<file path="src/rtl/enc_gray_conv_pipe.sv">
// Two-stage valid/ready pipeline for Gray-code conversion.
// Modes: bin->gray, gray->bin, gray increment with wrap flag, and pass-through.
module enc_gray_conv_pipe #(
    parameter int WIDTH = 10
) (
    input  logic             clk,
    input  logic             rst_n,
    input  logic             in_valid,
    output logic             in_ready,
    input  logic [1:0]       in_mode,
    input  logic [WIDTH-1:0] in_data,
    output logic             out_valid,
    input  logic             out_ready,
    output logic [WIDTH-1:0] out_data,
    output logic [1:0]       out_mode,
    output logic             out_wrap
);

    localparam logic [1:0] MODE_B2G  = 2'b00;
    localparam logic [1:0] MODE_G2B  = 2'b01;
    localparam logic [1:0] MODE_GINC = 2'b10;

    localparam logic [WIDTH-1:0] ONE = {{(WIDTH-1){1'b0}}, 1'b1};

    logic             ready_en;
    logic             s1_valid;
    logic [1:0]       s1_mode;
    logic [WIDTH-1:0] s1_data;
    logic             s2_load;
    logic [WIDTH-1:0] conv_data;
    logic             conv_wrap;
    logic [WIDTH-1:0] inc_bin;

    function automatic logic [WIDTH-1:0] bin_to_gray(input logic [WIDTH-1:0] b);
        return b ^ (b >> 1);
    endfunction

    function automatic logic [WIDTH-1:0] gray_to_bin(input logic [WIDTH-1:0] g);
        logic [WIDTH-1:0] b;
        b[WIDTH-1] = g[WIDTH-1];
        for (int i = WIDTH - 2; i >= 0; i--) begin
            b[i] = b[i+1] ^ g[i];
        end
        return b;
    endfunction

    // Output stage frees up when empty or when its word leaves this cycle.
    assign s2_load  = !out_valid || out_ready;
    assign in_ready = ready_en && (!s1_valid || s2_load);

    always_comb begin
        conv_data = s1_data;
        conv_wrap = 1'b0;
        inc_bin   = gray_to_bin(s1_data);
        case (s1_mode)
            MODE_B2G:  conv_data = bin_to_gray(s1_data);
            MODE_G2B:  conv_data = inc_bin;
            MODE_GINC: begin
                conv_data = bin_to_gray(inc_bin + ONE);
                conv_wrap = &inc_bin;
            end
            default:   conv_data = s1_data;
        endcase
    end

    // Holds in_ready low until the first clock edge after reset release.
    always_ff @(posedge clk or negedge rst_n) begin
        if (!rst_n) begin
            ready_en <= 1'b0;
        end else begin
            ready_en <= 1'b1;
        end
    end

    always_ff @(posedge clk or negedge rst_n) begin
        if (!rst_n) begin
            s1_valid <= 1'b0;
            s1_mode  <= 2'b00;
            s1_data  <= '0;
        end else if (in_ready) begin
            s1_valid <= in_valid;
            if (in_valid) begin
                s1_mode <= in_mode;
                s1_data <= in_data;
            end
        end
    end

    always_ff @(posedge clk or negedge rst_n) begin
        if (!rst_n) begin
            out_valid <= 1'b0;
            out_mode  <= 2'b00;
            out_data  <= '0;
            out_wrap  <= 1'b0;
        end else if (s2_load) begin
            out_valid <= s1_valid;
            if (s1_valid) begin
                out_mode <= s1_mode;
                out_data <= conv_data;
                out_wrap <= conv_wrap;
            end
        end
    end

endmodule

</file>
<file path="config.mk">
export PLATFORM = sky130hd
export DESIGN_NAME = enc_gray_conv_pipe
export DESIGN_NICKNAME = d
export VERILOG_FILES = /design/src/rtl/enc_gray_conv_pipe.sv
export SDC_FILE = /design/constraint.sdc
export NUM_CORES = 1
export LEC_CHECK = 0
export CAP_MARGIN = 20
export CORE_ASPECT_RATIO = 1.2
export CORE_MARGIN = 2
export CORE_UTILIZATION = 52
export CTS_CLUSTER_DIAMETER = 30
export DETAILED_ROUTE_END_ITERATION = 10
export GPL_TIMING_DRIVEN = 0
export PLACE_DENSITY = 0.77
export SETUP_SLACK_MARGIN = 0.3
export SYNTH_ARGS = -nofsm -noshare
export SYNTH_HDL_FRONTEND = slang
export SYNTH_SLANG_ARGS = --single-unit
</file>
<file path="constraint.sdc">
create_clock -name clk -period 4.92 [get_ports clk]
set_clock_uncertainty 0.1 [all_clocks]
set_input_delay 0.738 -clock clk [delete_from_list [all_inputs] [get_ports clk]]
set_output_delay 0.738 -clock clk [all_outputs]
set_load 0.02 [all_outputs]
</file>
======== Yosys cells after proc, flatten, opt, wreduce, memory -nomap -nowiden ========
Index checks and enable logic that the tools add are counted.
storage, ports and cells
  register bits after elaboration ......... 28
  bits in latches ......................... 0
  memory bits (writable) .................. 0
  ROM bits ................................ 0
  input port bits ......................... 16
  memories ................................ 0
cells by class
  add/subtract/negate cells ............... 1
  $mul .................................... 0
  divide/modulo/power cells ............... 0
  magnitude comparators ................... 0
  equal/unequal tests ..................... 2
  shifts and indexed selects .............. 0
  muxes and demuxes ....................... 2
  bitwise operators ....................... 11
  reduce and logical (&&, ||, !) cells .... 9
operators with widths
  cell                     count
  $pmux W10 S3             1
  $xor A10 B9 Y10          2
  $add A10 B1 Y10 const B  1
  $reduce_and A10 Y1       1
  $xor A1 B1 Y1            9
  $reduce_and A2 Y1        2
  $eq A2 B1 Y1 const B     1
  $eq A2 B2 Y1 const B     1
  $logic_not A1 Y1         2
  $logic_not A2 Y1         1
  $logic_or A1 B1 Y1       2
  $logic_and A1 B1 Y1      1
  $mux W1                  1

======== Depth between registers and ports, before layout ========
  depth after elaboration ................. 12
  mapped depth ............................ 22

======== Worst setup path before layout ========
OpenSTA, ideal clock, no wires.
  kind .................................... register -> register
  from .................................... reg s1_data[9]
  to ...................................... reg out_data[3]
  arrival ................................. 4.180 ns
  required time ........................... 4.687 ns
  setup slack ............................. 0.507 ns
  cell stages (with the launch flop) ...... 23
  path buffers ............................ 0
  period minus slack after synthesis ...... 4.413 ns
  path through ............................ dfrtp_1 -> xnor2_2 -> inv_1 -> ha_1 -> inv_1 -> ha_1 -> inv_1 -> ha_1 -> inv_1 -> ha_1 -> inv_1 -> ha_1 -> inv_1 -> ha_1 -> inv_1 -> ha_1 -> inv_1 -> ha_1 -> nor2b_4 -> xnor2_1 -> xor2_1 -> a2111oi_2 -> nor3_1
between the ends
  longest elaborated chain between the ends .. 12
ends and longest elaborated chain
  what                           line  RTL
  start, declared                28    logic [WIDTH-1:0] s1_data;
  start signal, assigned         84    s1_data <= in_data;
  $xor A1 B1 Y1 * (5 in series)  42    b[i] = b[i+1] ^ g[i];
  $xor A1 B1 Y1 (4 in series)    42
  $add A10 B1 Y10                59    conv_data = bin_to_gray(inc_bin + ONE);
  $xor A10 B9 Y10                35    return b ^ (b >> 1);
  $pmux W10 S3 *                 55    case (s1_mode)
  end signal, assigned           99    out_data <= conv_data;
  end, declared                  14    output logic [WIDTH-1:0] out_data,
Every way passes the cells marked *; elsewhere a longest branch is shown, timed or not.
A chain may end at the register's enable or synchronous reset.

======== Final worst setup path ========
  from .................................... reg s1_data[9]
  to ...................................... reg out_data[6]
between the ends
  longest elaborated chain between the ends .. 12
ends and longest elaborated chain
  what                           line
  $xor A1 B1 Y1 * (2 in series)  42
  $xor A1 B1 Y1 (7 in series)    42
  $add A10 B1 Y10                59
  $xor A10 B9 Y10                35
  $pmux W10 S3 *                 55
Marks and branches as above.

==> impl_metrics.json <==
{
  "cpPeakStageDelay_ns": 0.43,
  "cts.sinks": 28,
  "clk_latency_ns": 0.27,
  "p_per_area_nw_per_um2": 667.9,
  "synth_top_area_share_pct": 40.09,
  "setup_viol": 0,
  "slowest_stage": "dfrtp_2",
  "tns_ns": 0,
  "max-cap-violations": 0,
  "grt.total_usage_pct": 21.94,
  "syn-num-nets": 207,
  "tightest_slew_ns": 0.5304,
  "crit_fanout": 4,
  "dp_hpwl_mm": 2.940,
  "crit_chain": "xnor2_2, inv_1, ha_4, inv_2, ha_1, inv_1, ha_1, inv_1, ha_1, inv_1, ha_4, inv_1, ha_4, inv_2, ha_4, inv_2, ha_4, nor2b_4, nand3_2, xnor2_2, xor2_1, a221o_1",
  "dp_cells": 251,
  "globalRouteOverflowTotal": 0,
  "swShare_pct": 42.72,
  "internal_power_mw": 0.8698,
  "routabilityCongestion": 0.8717,
  "p_leak_nw": 0.9783,
  "ir_drop_mv": 0.4750,
  "cp-end-kind": "register",
  "synth_ff_type": "dfrtp_1",
  "yosys-top-cells-area": "dfrtp_1 (40%), mux2_2 (7.7%), ha_1 (5.7%)",
  "hold_violations": 0,
  "drtIter0Drc": 27,
  "initial_utilization_pct": 53.28,
  "ctsHoldBuffers": 0,
  "wire_per_inst_um": 15.16,
  "r2r_cells": 22,
  "crit_arrival_ns": 4.52,
  "drive_gt1_share_pct": 20.36,
  "coreArea_um2": 3281,
  "nNetsFinal": 247,
  "first_pass_iters": 5,
  "period_share_pct": 90.52,
  "synth_area_leader_cell": "dfrtp_1",
  "startpoint": "s1_data[9]",
  "syn_area_per_cell_um2": 9.552,
  "area_growth_pct": 30.06,
  "start_kind": "register",
  "grt_pass1_vias": 1421,
  "relSlewSlack_pct": 64.53,
  "hold_class": "reg2reg",
  "cts_tree": "yes",
  "reg2reg_slack_ns": 0.47,
  "async_reset_ff_share_pct": 100.0,
  "ys_seq_area_share_pct": 40.09,
  "die_h_um": 67.51,
  "status": "completed",
  "cts.path.max_buffers": 2,
  "comb_power_share_pct": 69.1,
  "rsz0062_at_grt": "false",
  "synth_edf_count": 0,
  "critPathKind": "reg2reg",
  "diodes": 0,
  "wl_mm": 3.910,
  "post-route-util_pct": 69.30,
  "clk_pin_slew_worst_paths_ns": 0.09,
  "clockRootBuffer": "clkbuf_8",
  "p_switching_mw": 0.6487,
  "antenna_left": 0,
  "row_count": 23,
  "synth.cell_area_um2": 1748,
  "fmax_ghz": 0.2245,
  "cp-endpoint": "out_data[6]",
  "drc": 0,
  "grt_max_degree": 20,
  "cts_made_buffers": 3,
  "ys_ff_latch": 28,
  "power.share.clock_pct": 8.2,
  "viasPerCell": 5.461,
  "die-area_um2": 3843,
  "ys_types": 38,
  "cts_max_level": 1,
  "power_frac_seq_pct": 22.7,
  "vias": 1409,
  "fin_crit_ns": 4.454,
  "pin_count": 31,
  "synth-warning-count": 0,
  "grt_pass1_wl_mm": 6.520,
  "r2r-start": "s1_data[9]",
  "syn_inst": 183,
  "final_cells": 258,
  "grt_antenna_before_repair": 0,
  "port_buffers": 30,
  "r2r-end": "out_data[6]",
  "die_x_um": 56.93,
  "critical_path_required_ns": 4.98,
  "slew_viol_final": 0
}
==> worst min-delay path by stage <==
stage	depth (start not counted)	end	slack, ns	from
detailed placement	2	out_data[2]	0.37	out_data[2]
global placement	2	out_mode[1]	0.36	out_mode[1]
floorplan	0	out_data[0]	0.34	rst_n
CTS	2	out_data[2]	0.40	out_data[2]
finish	2	out_data[2]	0.39	out_data[2]
global route	2	out_mode[0]	0.43	out_mode[0]
==> through the flow <==
stage               worst slack [ns]  hold WS [ns]  instance area [µm²]  power (mW)
finish                        0.4663        0.3865                 2273       1.518
global route                  0.3047        0.4269                 2273       1.624
CTS                           0.3460        0.3950                 2221       1.429
detailed placement            0.1442        0.3735                 2122       1.222
global placement              0.2384        0.3587                 2095       1.189
floorplan                     0.5073        0.3424                 1748      0.9967
==> kinds of logic after synthesis <==
logic type      Yosys count  share of synthesized area, %
compound gates           39                         13.96
xor+xnor                 20                         10.88
fa+ha+maj                 8                         5.727
buf+inv                  24                         5.941
flops                    28                         40.09
mux                      13                         9.234
other cells               1                        0.2145
simple gates             50                         13.96
==> worst max-delay path, delay by kind of cell, from the launching register on <==
family	cells	cell delay (ns)
AOI/OAI and AO/OA	1	0.33
xor gates and xnor gates	3	0.51
buffers and inverters	8	0.53
adders and majority gates	8	2.14
DFF	1	0.43
and+or+nand+nor	2	0.29
==> repair_timing <==
item / in CTS / in global routing
endpoints found under the setup margin: 7 / 8
resized for setup: 5 / 7
hold endpoints to repair: 0 / 0
pin swaps: 1 / 4
setup buffers: 3 / 1
==> power by group through the flow <==
stage / logic [mW] / registers, mW / clock network [mW]
floorplan: 0.596 / 0.400 / 0
global placement: 0.841 / 0.347 / 0
detailed placement: 0.870 / 0.352 / 0
CTS: 0.955 / 0.345 / 0.128
global route: 1.13 / 0.356 / 0.135
finish: 1.05 / 0.345 / 0.124
==> Yosys cell counts, types with 3 or more instances <==
library cell	count
ha_1	8
a21oi_1	10
mux2_2	12
o21ai_0	16
dfrtp_1	28
a221o_1	3
nand2_1	18
nor3_1	6
and2_1	3
xnor2_1	10
nor2_1	10
xor2_1	8
inv_1	17
==> cells in the final DEF (no fill, tap or decap), drive strengths merged <==
| cell type | count |
|---|---|
| nand2b | 2 |
| o32ai | 1 |
| buf | 9 |
| o21ai | 17 |
| nand2 | 19 |
| xor2 | 8 |
| nor3 | 6 |
| mux4 | 1 |
| nor2b | 3 |
| o31ai | 2 |
| a21oi | 10 |
| conb | 1 |
| mux2 | 12 |
| a211oi | 2 |
| nand3 | 3 |
| clkdlybuf4s50 | 30 |
| a221o | 3 |
| a21boi | 1 |
| xnor2 | 12 |
| and2 | 3 |
| o22ai | 1 |
| dfrtp | 28 |
| inv | 18 |
| ha | 8 |
| nor2 | 11 |
| nand4 | 2 |
| or2 | 1 |
| a22oi | 1 |
| a2111oi | 1 |
| clkbuf | 5 |
==> sequential cells by signal, indices dropped and copies added, names as in the netlist <==
signal     flops
s1_valid       1
out_data      10
s1_mode        2
out_valid      1
s1_data       10
out_mode       2
out_wrap       1
ready_en       1
==> layout make-up <==
| class | instances | area, µm² |
|---|---|---|
| Buffer | 6 | 36.28 |
| Clock buffer | 3 | 41.29 |
| Fill cell | 279 | 1007 |
| Inverter | 18 | 67.56 |
| Multi-Input combinational cell | 131 | 1021 |
| Sequential cell | 28 | 703.2 |
| Tap cell | 37 | 46.29 |
| Timing Repair Buffer | 35 | 357.8 |
==> per-layer routing <==
| layer | global-route usage [%] | vias up | wire, µm |
|---|---|---|---|
| li1 | - | 699 | - |
| met1 | 26.91 | 663 | 1696 |
| met2 | 40.37 | 40 | 2038 |
| met3 | 2.682 | 7 | 123 |
| met4 | 6.395 | 0 | 52 |
| met5 | 0 | - | 0 |
No activity file was read; power rests on OpenSTA's default activity.
